$ cat config.mk
export PLATFORM = sky130hd
export DESIGN_NAME = hyper_rx_ctrl
export DESIGN_NICKNAME = d
export VERILOG_FILES = /design/src/rtl/hyper_rx_pkg.sv /design/src/rtl/hyper_rx_fifo.sv /design/src/rtl/hyper_rx_ctrl.sv
export SDC_FILE = /design/constraint.sdc
export NUM_CORES = 1
export LEC_CHECK = 0
export BUFFER_PORTS_ARGS = -buffer_cell sky130_fd_sc_hd__buf_2
export CORE_ASPECT_RATIO = 0.5
export CORE_MARGIN = 4
export CORE_UTILIZATION = 54
export DETAILED_ROUTE_END_ITERATION = 12
export PLACE_DENSITY = 0.75
export SLEW_MARGIN = 20
export SYNTH_ARGS = -nofsm -noshare
export SYNTH_HDL_FRONTEND = slang
export SYNTH_HIERARCHICAL = 1
export SYNTH_SLANG_ARGS = --single-unit
export TNS_END_PERCENT = 5
$ cat constraint.sdc
create_clock -name clk0 -period 6 [get_ports clk0]
set_input_delay 1.2 -clock clk0 [delete_from_list [all_inputs] [get_ports clk0]]
set_output_delay 1.2 -clock clk0 [all_outputs]
set_load 0.01 [all_outputs]
$ cat src/rtl/hyper_rx_pkg.sv
// Shared types and constants for the HyperBus read-capture controller.
//   rx_state_e   : burst sequencer states
//   HYPER_WORD_W : width of one captured HyperBus word (two DDR bytes)
package hyper_rx_pkg;

  localparam int unsigned HYPER_WORD_W = 16;

  typedef enum logic [1:0] {
    IDLE,
    WAIT_FIRST,
    RECV,
    ABORT
  } rx_state_e;

endpackage

$ cat src/rtl/hyper_rx_fifo.sv
// Small synchronous FIFO buffering captured words toward the consumer.
// Head word is presented combinationally (first-word fall-through); a
// pushed word becomes visible the cycle after the push.
//   clk0, rst_ni : clock, asynchronous active-low reset
//   push         : write push_data (caller guarantees not full, or pop same cycle)
//   push_data    : word to store
//   pop          : discard head word (caller guarantees not empty)
//   data         : head word, zero while empty
//   full, empty  : occupancy flags
module hyper_rx_fifo
  import hyper_rx_pkg::*;
#(
  parameter int unsigned DEPTH = 4
) (
  input  logic                    clk0,
  input  logic                    rst_ni,
  input  logic                    push,
  input  logic [HYPER_WORD_W-1:0] push_data,
  input  logic                    pop,
  output logic [HYPER_WORD_W-1:0] data,
  output logic                    full,
  output logic                    empty
);

  localparam int unsigned AW = $clog2(DEPTH);

  logic [HYPER_WORD_W-1:0] mem [DEPTH];
  logic [AW:0]             wptr;
  logic [AW:0]             rptr;

  // Extra MSB on each pointer distinguishes full from empty when the
  // index bits coincide.
  assign empty = (wptr == rptr);
  assign full  = (wptr[AW] != rptr[AW]) && (wptr[AW-1:0] == rptr[AW-1:0]);
  assign data  = empty ? '0 : mem[rptr[AW-1:0]];

  always_ff @(posedge clk0 or negedge rst_ni) begin
    if (!rst_ni) begin
      wptr <= '0;
      rptr <= '0;
    end else begin
      if (push) wptr <= wptr + 1'b1;
      if (pop)  rptr <= rptr + 1'b1;
    end
  end

  always_ff @(posedge clk0) begin
    if (push) mem[wptr[AW-1:0]] <= push_data;
  end

endmodule

$ cat src/rtl/hyper_rx_ctrl.sv
// HyperBus read-burst sequencer. Accepts a read command with a word count,
// enables the capture stage, counts incoming words into an output FIFO and
// reports completion, timeout and overflow (capture cannot be stalled).
//   cmd_valid_i/cmd_ready_o/cmd_len_i : read command handshake and length
//   rx_en_o                           : capture stage enable
//   rx_data_i/rx_valid_i              : captured word and one-cycle strobe
//   data_o/valid_o/ready_i            : buffered words to consumer
//   busy_o                            : burst in progress
//   done_o                            : pulse after final word pushed
//   err_timeout_o/err_overflow_o      : sticky errors, cleared on next command
module hyper_rx_ctrl
  import hyper_rx_pkg::*;
#(
  parameter int unsigned LEN_W      = 16,
  parameter int unsigned FIFO_DEPTH = 4,
  parameter int unsigned TIMEOUT    = 64,
  parameter int unsigned TO_W       = 8
) (
  input  logic                    clk0,
  input  logic                    rst_ni,
  input  logic                    cmd_valid_i,
  output logic                    cmd_ready_o,
  input  logic [LEN_W-1:0]        cmd_len_i,
  output logic                    rx_en_o,
  input  logic [HYPER_WORD_W-1:0] rx_data_i,
  input  logic                    rx_valid_i,
  output logic [HYPER_WORD_W-1:0] data_o,
  output logic                    valid_o,
  input  logic                    ready_i,
  output logic                    busy_o,
  output logic                    done_o,
  output logic                    err_timeout_o,
  output logic                    err_overflow_o
);

  rx_state_e        state;
  logic [LEN_W-1:0] remaining;
  logic [TO_W-1:0]  to_cnt;

  logic fifo_full;
  logic fifo_empty;
  logic pop;
  logic active;
  logic overflow_hit;
  logic push;

  assign valid_o      = !fifo_empty;
  assign pop          = valid_o && ready_i;
  assign active       = (state == WAIT_FIRST) || (state == RECV);
  // A pop in the same cycle frees a slot, so full+push+pop is not overflow.
  assign overflow_hit = active && rx_valid_i && fifo_full && !pop;
  assign push         = active && rx_valid_i && !overflow_hit;

  hyper_rx_fifo #(
    .DEPTH (FIFO_DEPTH)
  ) u_fifo (
    .clk0      (clk0),
    .rst_ni    (rst_ni),
    .push      (push),
    .push_data (rx_data_i),
    .pop       (pop),
    .data      (data_o),
    .full      (fifo_full),
    .empty     (fifo_empty)
  );

  always_ff @(posedge clk0 or negedge rst_ni) begin
    if (!rst_ni) begin
      state          <= IDLE;
      remaining      <= '0;
      to_cnt         <= '0;
      cmd_ready_o    <= 1'b1;
      rx_en_o        <= 1'b0;
      busy_o         <= 1'b0;
      done_o         <= 1'b0;
      err_timeout_o  <= 1'b0;
      err_overflow_o <= 1'b0;
    end else begin
      done_o <= 1'b0;
      case (state)
        IDLE: begin
          if (cmd_valid_i) begin
            err_timeout_o  <= 1'b0;
            err_overflow_o <= 1'b0;
            to_cnt         <= '0;
            if (cmd_len_i == '0) begin
              done_o <= 1'b1;
            end else begin
              remaining   <= cmd_len_i;
              state       <= WAIT_FIRST;
              rx_en_o     <= 1'b1;
              cmd_ready_o <= 1'b0;
              busy_o      <= 1'b1;
            end
          end
        end
        WAIT_FIRST, RECV: begin
          if (rx_valid_i) begin
            to_cnt <= '0;
            if (overflow_hit) begin
              err_overflow_o <= 1'b1;
              rx_en_o        <= 1'b0;
              state          <= ABORT;
            end else if (remaining == LEN_W'(1)) begin
              remaining   <= '0;
              done_o      <= 1'b1;
              rx_en_o     <= 1'b0;
              cmd_ready_o <= 1'b1;
              busy_o      <= 1'b0;
              state       <= IDLE;
            end else begin
              remaining <= remaining - 1'b1;
              state     <= RECV;
            end
          end else if (to_cnt == TO_W'(TIMEOUT - 1)) begin
            err_timeout_o <= 1'b1;
            rx_en_o       <= 1'b0;
            state         <= ABORT;
          end else begin
            to_cnt <= to_cnt + 1'b1;
          end
        end
        ABORT: begin
          cmd_ready_o <= 1'b1;
          busy_o      <= 1'b0;
          state       <= IDLE;
        end
        default: state <= IDLE;
      endcase
    end
  end

endmodule
==> metrics <==
status=finished clean; Tot GR Track Use=0.192; Remaining DRCs=0; vias per cell=6.01; Critical Path Start Type=register; Hold Path Class=register to register; P per Cell Area=557 mW/mm^2; Syn Std Cell Area=0.00492 mm^2; Hold Path Stages=2; total negative setup slack=0 ps; # hold bufs at CTS=0; Starting Density=0.559; Tmin final=3740 ps; Routed WL per cell=17.8 um; Net Sw Power=1250 uW; syn_nets=424; commonest non-fill, non-tap cell in the layout=edfxtp_1; instance count of the mapped netlist=376; hold wc startpoint=remaining[6]$_DFFE_PN0P_; Leak=0.00214 uW; Routed Antenna Nets=0; R2R cell count=5; Seq/Total Area, Yosys=0.584; maximum vdd ir drop=0.000238 V; vias in the first global route=3053; Ports=60; CP required=5970 ps; Area Growth Syn to Fin=13.2%; post-synth cell types=55; clock-pin slew on the worst setup and hold paths=70 ps; share of layout cells above drive strength 1=0.230; Final Routed Wirelength=9780 um; power share of the combinational group=0.447; Hold Fails Final Rpt=0; ys async rst share=0.373; gpl congestion=0.801; Peak Freq=267 MHz; Reg2Reg Capture Point=u_fifo/mem[3][1]$_DFFE_PP_; Synth Warn #=6; drt pass-1 iters=5; Critical Path, Cell by Cell=xor2_2, nor3_1, nand2b_1, a21oi_1, and2_1; worst skew pair latency=350 ps; Sw Share=0.402; initial antenna violation count=0; total clock buffers created by CTS=9; Max Cap Viol=0; Clock Sinks=102; syn_area_per_cell=13.1 um^2; global-route wire length before repair=15800 um; Seq cells post-synth=102; Final Slew Violations=0; Finish-stage setup viols=0; nets=478; reg-to-reg startpoint=u_fifo/rptr[1]$_DFFE_PN0P_; share of the synthesized area in the top cell type=0.391; H-tree depth=3; CTS max path bufs=2; post-DP HPWL=6560 um; sequential share of power=0.361; CP max FO=19; die area=0.0108 mm^2; postcts setup bufs=0; number of inserted diodes=0; Die H=75.5 um; slew margin rel.=0.355; port bufs=59; Yosys top cell by area=edfxtp_1; crit-path max cell delay=870 ps; num rows=24; Post-synth EDFFs=64; CTS Root Cell=clkbuf_16; Arr. time, crit path=3720 ps; largest net degree at the start of global routing=39; commonest non-fill, non-tap cells in the layout=64 x edfxtp_1, 59 x buf_2, 36 x dfrtp_1; Core ar.=0.00880 mm^2; Area contributors post-synth=edfxtp_1 39%, dfrtp_1 19%, mux4_2 4.1%, mux4_1 3.7%, o31a_1 2.8%; RSZ-0062 raised after global routing=no; Final period util=0.624; crit path max-delay cell type=dfrtp_1; WHS=509 ps; cts repair resizes=0; Clk pwr share=0.192; Congestion Overflow GR=0; routed vias=3313; CP endpoint kind=register; Main synth FF type=edfxtp_1; WS Path Type=register to register; R2R Setup Slk=2260 ps; CTS tree=done; clock skew=7.72 ps; die width=143 um; measured slew at the worst slew-check pin=966 ps; Hold Path End=remaining[6]$_DFFE_PN0P_; 1st-iter DRT viols=237; Int Power=1850 uW
## Yosys cell counts, drive strengths merged, types with 2 or more instances
library cell  instances
edfxtp               64
dfrtp                37
a21oi                25
nor2                 24
o21ai                22
inv                  19
nand2                19
mux4                 16
o31a                 16
ha                   11
nor3                 11
clkbuf                9
a32oi                 8
buf                   8
nand3                 8
xor2                  7
o22ai                 6
and2                  5
nor2b                 5
nor4                  5
a221oi                4
mux2                  4
nand4                 4
or4                   4
a22oi                 3
or3                   3
a211o                 2
a21o                  2
a31o                  2
a31oi                 2
and3                  2
mux2i                 2
nand2b                2
xnor2                 2
## worst max path at each step
| stage | start | end | slack, ps | cells past startpoint |
|---|---|---|---|---|
| finish | u_fifo/rptr[1]$_DFFE_PN0P_ | u_fifo/mem[3][1]$_DFFE_PP_ | 2260 | 5 |
| global route | u_fifo/rptr[1]$_DFFE_PN0P_ | u_fifo/mem[3][1]$_DFFE_PP_ | 1950 | 5 |
| CTS | u_fifo/rptr[0]$_DFFE_PN0P_ | u_fifo/mem[3][5]$_DFFE_PP_ | 2010 | 5 |
| detailed placement | u_fifo/rptr[0]$_DFFE_PN0P_ | u_fifo/mem[3][11]$_DFFE_PP_ | 2060 | 5 |
| global placement | u_fifo/rptr[0]$_DFFE_PN0P_ | u_fifo/mem[3][11]$_DFFE_PP_ | 2220 | 5 |
| floorplan | ready_i | u_fifo/mem[3][0]$_DFFE_PP_ | 3360 | 3 |
## state kept, by name (all words and copies together) (netlist names), 2 cells and up
signal and cells:
u_fifo/wptr 3, remaining 16, to_cnt 8, u_fifo/mem 64, u_fifo/rptr 3, state 2
## final cells by class
type,instances,area (um^2)
Clock buffer,9,225
Clock inverter,6,77.6
Fill cell,661,3230
Inverter,19,71.3
Multi-Input combinational cell,238,1870
Sequential cell,102,2880
Tap cell,117,146
Timing Repair Buffer,60,303
## power groups by stage
stage	Sequential, uW	Combinational (uW)	Clock, uW
2_1_floorplan	1050	1120	0
3_3_place_gp	1120	1360	0
6_report	1120	1390	595
4_1_cts	1120	1390	608
5_1_grt	1140	1540	644
3_5_place_dp	1130	1380	0
## logic make-up after synthesis
logic type | after synthesis | share of synthesized area
flip-flops | 102 | 0.584
AO/OA/AOI/OAI | 99 | 0.135
AND/OR/NAND/NOR | 97 | 0.105
buffers and inverters | 36 | 0.0359
multiplexers | 22 | 0.0918
adder cells (fa/ha/maj) | 11 | 0.0280
XOR/XNOR | 9 | 0.0206
## through the flow
step,cells,util,cell area [um^2],setup slack [ps],power (uW)
floorplan,376,-,4920,3360,2170
global placement,536,0.598,5260,2220,2490
detailed placement,536,0.598,5260,2060,2510
CTS,551,0.633,5570,2010,3120
global route,551,0.633,5570,1950,3330
finish,551,0.633,5570,2260,3100
## critical path, delay by kind of cell, from the launching register on
family | cells | cell delay, ps
AOI/OAI and AO/OA | 1 | 600
xor gates and xnor gates | 1 | 710
DFF | 1 | 870
and+or+nand+nor | 3 | 1180
## per-layer routing
layer	share of wire	GRT usage	routed length, um
met4	0.012	0.0421	114
met3	0.067	0.0571	654
met5	0	0	0
met1	0.46	0.271	4500
met2	0.46	0.303	4520
(Power assumes the default switching activity.)
